<file path="config.mk">
export PLATFORM = sky130hd
export DESIGN_NAME = meas_channel_scheduler
export DESIGN_NICKNAME = d
export VERILOG_FILES = /design/src/rtl/meas_channel_scheduler_pkg.sv /design/src/rtl/meas_channel_scheduler_next_channel.sv /design/src/rtl/meas_channel_scheduler.sv
export SDC_FILE = /design/constraint.sdc
export NUM_CORES = 1
export LEC_CHECK = 0
export CORE_MARGIN = 4
export CORE_UTILIZATION = 65
export CTS_BUF_LIST = sky130_fd_sc_hd__clkbuf_8 sky130_fd_sc_hd__clkbuf_16
export DETAILED_ROUTE_END_ITERATION = 16
export DONT_BUFFER_PORTS = 1
export GPL_ROUTABILITY_DRIVEN = 0
export HOLD_SLACK_MARGIN = 0.1
export PLACE_DENSITY = 0.81
export SYNTH_ARGS = -nofsm -noshare
export SYNTH_HDL_FRONTEND = slang
export SYNTH_SLANG_ARGS = --single-unit
</file>
<file path="constraint.sdc">
create_clock -name clk -period 4.9 [get_ports clk]
set_clock_uncertainty 0.05 [all_clocks]
set_input_delay 0.49 -clock clk [delete_from_list [all_inputs] [get_ports clk]]
set_output_delay 0.49 -clock clk [all_outputs]
set_load 0.005 [all_outputs]
</file>
<file path="src/rtl/meas_channel_scheduler_pkg.sv">
// Shared types for the measurement channel scheduler.
// FSM states, result widths and the banked result record.
package meas_channel_scheduler_pkg;

  localparam int FREQ_W = 26;
  localparam int DUTY_W = 8;
  localparam int TIME_W = 20;

  typedef enum logic [2:0] {
    S_IDLE,
    S_SETTLE,
    S_START,
    S_WAIT,
    S_CAPTURE,
    S_NEXT
  } state_t;

  typedef struct packed {
    logic [FREQ_W-1:0] freq;
    logic [DUTY_W-1:0] duty;
    logic [TIME_W-1:0] high;
    logic [TIME_W-1:0] low;
  } meas_res_t;

endpackage

</file>
<file path="src/rtl/meas_channel_scheduler_next_channel.sv">
// Channel finder: lowest set bit of one mask, and
// next set bit strictly above an index in another.
module meas_channel_scheduler_next_channel #(
  parameter int NUM_CH = 4,
  parameter int CH_W   = 2
) (
  input  logic [NUM_CH-1:0] lo_mask,
  input  logic [NUM_CH-1:0] hi_mask,
  input  logic [CH_W-1:0]   idx,
  output logic              lo_found,
  output logic [CH_W-1:0]   lo_idx,
  output logic              hi_found,
  output logic [CH_W-1:0]   hi_idx
);

  // Scan downward so the last hit is the lowest qualifying bit.
  always_comb begin
    lo_found = 1'b0;
    lo_idx   = '0;
    hi_found = 1'b0;
    hi_idx   = '0;
    for (int i = NUM_CH - 1; i >= 0; i--) begin
      if (lo_mask[i]) begin
        lo_found = 1'b1;
        lo_idx   = CH_W'(i);
      end
      if (hi_mask[i] && (i > int'(idx))) begin
        hi_found = 1'b1;
        hi_idx   = CH_W'(i);
      end
    end
  end

endmodule

</file>
<file path="src/rtl/meas_channel_scheduler.sv">
// Sweeps enabled input channels through one shared
// measurement core and banks its results per channel.
module meas_channel_scheduler
  import meas_channel_scheduler_pkg::*;
#(
  parameter int NUM_CH         = 4,
  parameter int CH_W           = $clog2(NUM_CH),
  parameter int SETTLE_CYCLES  = 4,
  parameter int TIMEOUT_CYCLES = 50_000_000
) (
  input  logic              clk,
  input  logic              rst_n,
  input  logic [NUM_CH-1:0] sig_in,
  input  logic [NUM_CH-1:0] ch_mask,
  input  logic              start,
  input  logic              continuous,
  input  logic              stop,
  output logic              busy,
  output logic              sweep_done,
  output logic [CH_W-1:0]   cur_ch,
  output logic [NUM_CH-1:0] ch_valid,
  output logic [NUM_CH-1:0] ch_timeout,
  input  logic [CH_W-1:0]   rd_ch,
  output logic [FREQ_W-1:0] rd_freq,
  output logic [DUTY_W-1:0] rd_duty,
  output logic [TIME_W-1:0] rd_high,
  output logic [TIME_W-1:0] rd_low,
  output logic              core_sig,
  output logic              core_enable,
  output logic              core_rst_n,
  input  logic              core_busy,
  input  logic              core_finish,
  input  logic [FREQ_W-1:0] core_freq,
  input  logic [DUTY_W-1:0] core_duty,
  input  logic [TIME_W-1:0] core_high,
  input  logic [TIME_W-1:0] core_low
);

  localparam int DEPTH = 1 << CH_W;
  localparam logic [15:0] SETTLE_LAST = 16'(SETTLE_CYCLES - 1);
  localparam logic [31:0] TO_LAST = 32'(TIMEOUT_CYCLES - 1);

  state_t            state_q, state_d;
  logic [CH_W-1:0]   cur_ch_q, cur_ch_d;
  logic [NUM_CH-1:0] mask_q, mask_d;
  logic [15:0]       settle_cnt_q;
  logic [31:0]       to_cnt_q;
  logic              done_q, done_d;
  logic              abort_d;
  logic              cap_en, to_hit;
  logic              lo_found, hi_found;
  logic [CH_W-1:0]   lo_idx, hi_idx;
  meas_res_t         bank_q [DEPTH];
  meas_res_t         rd_q;
  logic              unused_core_busy;

  assign unused_core_busy = core_busy;

  meas_channel_scheduler_next_channel #(
    .NUM_CH (NUM_CH),
    .CH_W   (CH_W)
  ) u_next (
    .lo_mask  (ch_mask),
    .hi_mask  (mask_q),
    .idx      (cur_ch_q),
    .lo_found (lo_found),
    .lo_idx   (lo_idx),
    .hi_found (hi_found),
    .hi_idx   (hi_idx)
  );

  always_ff @(posedge clk or negedge rst_n) begin
    if (!rst_n) begin
      state_q  <= S_IDLE;
      cur_ch_q <= '0;
      mask_q   <= '0;
    end else begin
      state_q  <= state_d;
      cur_ch_q <= cur_ch_d;
      mask_q   <= mask_d;
    end
  end

  always_comb begin
    state_d     = state_q;
    cur_ch_d    = cur_ch_q;
    mask_d      = mask_q;
    done_d      = 1'b0;
    abort_d     = 1'b0;
    cap_en      = 1'b0;
    to_hit      = 1'b0;
    core_enable = 1'b0;
    unique case (state_q)
      S_IDLE: begin
        if (start) begin
          mask_d = ch_mask;
          if (lo_found) begin
            cur_ch_d = lo_idx;
            state_d  = S_SETTLE;
          end else begin
            done_d = 1'b1;
          end
        end
      end
      S_SETTLE: begin
        if (settle_cnt_q == SETTLE_LAST) state_d = S_START;
      end
      S_START: begin
        core_enable = 1'b1;
        state_d     = S_WAIT;
      end
      S_WAIT: begin
        if (core_finish) begin
          state_d = S_CAPTURE;
        end else if (to_cnt_q >= TO_LAST) begin
          to_hit  = 1'b1;
          abort_d = 1'b1;
          state_d = S_NEXT;
        end
      end
      S_CAPTURE: begin
        cap_en  = 1'b1;
        state_d = S_NEXT;
      end
      S_NEXT: begin
        if (hi_found) begin
          cur_ch_d = hi_idx;
          state_d  = S_SETTLE;
        end else begin
          done_d  = 1'b1;
          state_d = S_IDLE;
          if (continuous) begin
            mask_d = ch_mask;
            if (lo_found) begin
              cur_ch_d = lo_idx;
              state_d  = S_SETTLE;
            end
          end
        end
      end
      default: state_d = S_IDLE;
    endcase
    // Abort overrides everything decided above.
    if (stop) begin
      state_d  = S_IDLE;
      cur_ch_d = cur_ch_q;
      mask_d   = mask_q;
      done_d   = 1'b0;
      cap_en   = 1'b0;
      to_hit   = 1'b0;
      abort_d  = (state_q == S_START) || (state_q == S_WAIT);
    end
  end

  always_ff @(posedge clk or negedge rst_n) begin
    if (!rst_n) begin
      settle_cnt_q <= '0;
      to_cnt_q     <= '0;
      done_q       <= 1'b0;
      core_rst_n   <= 1'b1;
      ch_valid     <= '0;
      ch_timeout   <= '0;
      rd_q         <= '0;
      for (int i = 0; i < DEPTH; i++) bank_q[i] <= '0;
    end else begin
      done_q     <= done_d;
      core_rst_n <= !abort_d;
      rd_q       <= bank_q[rd_ch];
      if (state_q == S_SETTLE && state_d == S_SETTLE)
        settle_cnt_q <= settle_cnt_q + 16'd1;
      else
        settle_cnt_q <= '0;
      if (state_q == S_START)
        to_cnt_q <= '0;
      else if (state_q == S_WAIT && to_cnt_q != '1)
        to_cnt_q <= to_cnt_q + 32'd1;
      if (cap_en) begin
        bank_q[cur_ch_q]     <= '{freq: core_freq, duty: core_duty,
                                  high: core_high, low: core_low};
        ch_valid[cur_ch_q]   <= 1'b1;
        ch_timeout[cur_ch_q] <= 1'b0;
      end
      if (to_hit) begin
        ch_valid[cur_ch_q]   <= 1'b0;
        ch_timeout[cur_ch_q] <= 1'b1;
      end
    end
  end

  assign busy       = (state_q != S_IDLE);
  assign sweep_done = done_q;
  assign cur_ch     = cur_ch_q;
  assign core_sig   = sig_in[cur_ch_q];
  assign rd_freq    = rd_q.freq;
  assign rd_duty    = rd_q.duty;
  assign rd_high    = rd_q.high;
  assign rd_low     = rd_q.low;

endmodule

</file>
==> impl_metrics.yaml <==
outcome:
  status: "complete, but fails checks"
  violations: "hold timing"
critical_path:
  start_kind: "flip-flop"
  cp.buffers_inverters: 1
  path_class: "flip-flop to flip-flop"
  worst_path_largest_cell_delay_ns: 0.53
  worstPathRequired_ns: 5.25
  crit_arrival_ns: 3.23
  r2r_start: "state_q[1]"
  critPathSlowestCell: "dfrtp_1"
  crit_fanout: 39
  critPathCaptureType: "flip-flop"
  reg2regPathDepth: 5
  cpLargestDelayFamily: "simple AND/OR/NAND/NOR gates"
  r2r_setup_slack_ns: 2.03
  cp_cell_sequence: "nand2b_1, nor3_1, nand2_4, buf_4, mux2_2"
  r2r_end: "bank_q[251]"
floorplan:
  die_y_um: 175
  io_pins: 180
  start_util: 0.658
  die_w_um: 175
  core_sq_um: 27700
  die-area_sq_um: 30800
  rows: 61
yosys:
  synth_mux_area_frac: 0.279
  synth_compound_area_frac: 0.0344
  synth_nets: 1289
  synthCells: 1196
  synthArstFlopShare: 1.00
  synthDistinctLibCells: 63
  post_synth.cell_area_avg_sq_um: 15.2
  synth_top_area_frac: 0.597
  synthTopCellsByCount: "435 x dfrtp_1, 299 x mux2_2, 75 x mux4_2"
  synth_top_family_by_area: "multiplexers"
  yosys_most_used_dff: "dfrtp_1"
  yosysSeqAreaShare: 0.599
  yosysTopAreaCell: "dfrtp_1"
  synthSimpleGateAreaFrac: 0.0587
  synth-xor-area-share: 0.00817
  yosysMostFrequentCell: "dfrtp_1"
  synth_fa_ha_area_frac: 0.00137
  synth.cell_area_sq_um: 18200
  ys_seq_elements: 436
  synthTopCellsByArea: "dfrtp_1 60%, mux2_2 18%, mux4_2 9.3%"
  synth_edf_count: 0
  ys_warn_count: 0
clock_network:
  htree_levels: 2
  cts-root-buf: "clkbuf_16"
  clock_latency_ns: 0.52
  numCtsBuffers: 44
  clockBufferDepth: 3
  cts_tree: "built"
  holdBufCountCts: 83
  clk_pin_slew_ns: 0.06
  cts_sinks: 436
drt:
  viasPerCell: 6.19
  vias: 10400
  final_antenna_net_count: 0
  wl_per_cell_um: 21.6
  first_pass_iters: 5
  drc: 0
  drt_iter0_drc: 733
  routed_wl_mm: 36.2
pwr:
  p_leak_uw: 0.00966
  powerDensity_nw_per_um2: 351
  ir_drop_mv: 0.321
placement:
  dpl.cell_count: 1517
  place.detailed.hpwl_mm: 20.4
  io_buffers: 0
  placed_area_sq_um: 18500
global_routing:
  grt_overflow: 0
  antenna_found_initial: 2
  grt_pass1_wl_mm: 60.0
  grt_pass1_vias: 11000
  grt_max_degree: 437
  grt_use_total: 0.242
cells_and_area:
  final_nets: 1361
  fin_area_sq_um: 20700
  final_cells: 1677
  syn_to_final_growth_pct: 13.3
  drive_gt1_frac: 0.353
sta:
  worstMarginPinSlew_ns: 0.918
  fmax_mhz: 348
  tns_ns: 0
  holdWs_ns: -0.386
  relSlewSlack: 0.384
  fin_crit_ns: 2.87
  final_hold_viol_count: 436
  rsz0062_at_grt: "no"
  finalMaxSlewViolations: 0
  fin_crit_sh: 0.587
  finalSetupViolCount: 0
flow_run:
  drv_cap: 0
worst_hold_path:
  hold_class: "primary input to async pin"
layout make-up:
class | count | area (sq um)
Timing Repair Buffer | 91 | 913
Clock inverter | 23 | 104
Antenna cell | 2 | 5.00
Clock buffer | 52 | 1220
Sequential cell | 436 | 10900
Tap cell | 378 | 473
Multi-Input combinational cell | 682 | 6980
Inverter | 13 | 48.8
Fill cell | 1673 | 7050
registers in the layout (all words and copies together) (netlist names), 4 cells and up:
name	cells
rd_freq	26
to_cnt_q	32
settle_cnt_q	16
rd_low	20
bank_q	296
ch_valid	4
rd_duty	8
rd_high	20
ch_timeout	4
worst max-delay path by stage:
stage / from / slack (ns) / to / cells past startpoint
4_1_cts: state_q[1] / 2.02 / bank_q[76] / 5
3_3_place_gp: state_q[1] / 2.11 / bank_q[125] / 5
6_report: state_q[1] / 2.03 / bank_q[251] / 5
2_1_floorplan: to_cnt_q[0] / 2.85 / ch_valid[1] / 6
5_1_grt: state_q[1] / 1.88 / bank_q[252] / 5
3_5_place_dp: state_q[1] / 2.05 / bank_q[76] / 5
layer usage:
metal	part of all wire	wire length, um	GRT usage
met1	0.42	15300	0.338
met2	0.50	18000	0.394
met3	0.059	2140	0.0566
met4	0.022	814	0.0608
met5	0	0	0
logic make-up (layout without fill, tap and decap cells):
logic type | after synthesis | in the layout
flops | 436 | 436
other cells | 0 | 2
compound gates | 91 | 91
mux | 376 | 376
buf+inv | 78 | 179
fa+ha+maj | 2 | 2
xor+xnor | 17 | 17
simple gates | 196 | 196
metrics by stage:
step	setup WS, ns	total power [uW]	utilization
finish	2.03	7260	0.746
CTS	2.02	7330	0.745
detailed placement	2.05	4160	0.667
floorplan	2.85	4120	-
global route	1.88	7540	0.746
global placement	2.11	4150	0.667
power by group:
| group | internal (uW) | switching [uW] | leakage [uW] |
|---|---|---|---|
| Sequential | 3760 | 105 | 0.00585 |
| Clock | 1760 | 1300 | 0.000712 |
| Combinational | 212 | 118 | 0.00310 |
what timing repair did:
action / in CTS / in global routing
hold endpoints to repair: 774 / 436
setup buffers: 0 / 0
resized for setup: 0 / 0
placed cells by master (no fill, tap or decap), drive strengths merged, types with 14 or more instances in the layout:
cell	netlist	layout
nand2	45	45
a21oi	27	27
nand4	16	16
o31ai	14	14
dlygate4sd3	0	82
nor2	35	35
clkbuf	21	52
inv	12	27
or3	14	14
dfrtp	435	435
mux4	75	75
o21ai	16	16
nand3	22	22
mux2	299	299
Note: power is estimated with default switching activity, not from simulation.
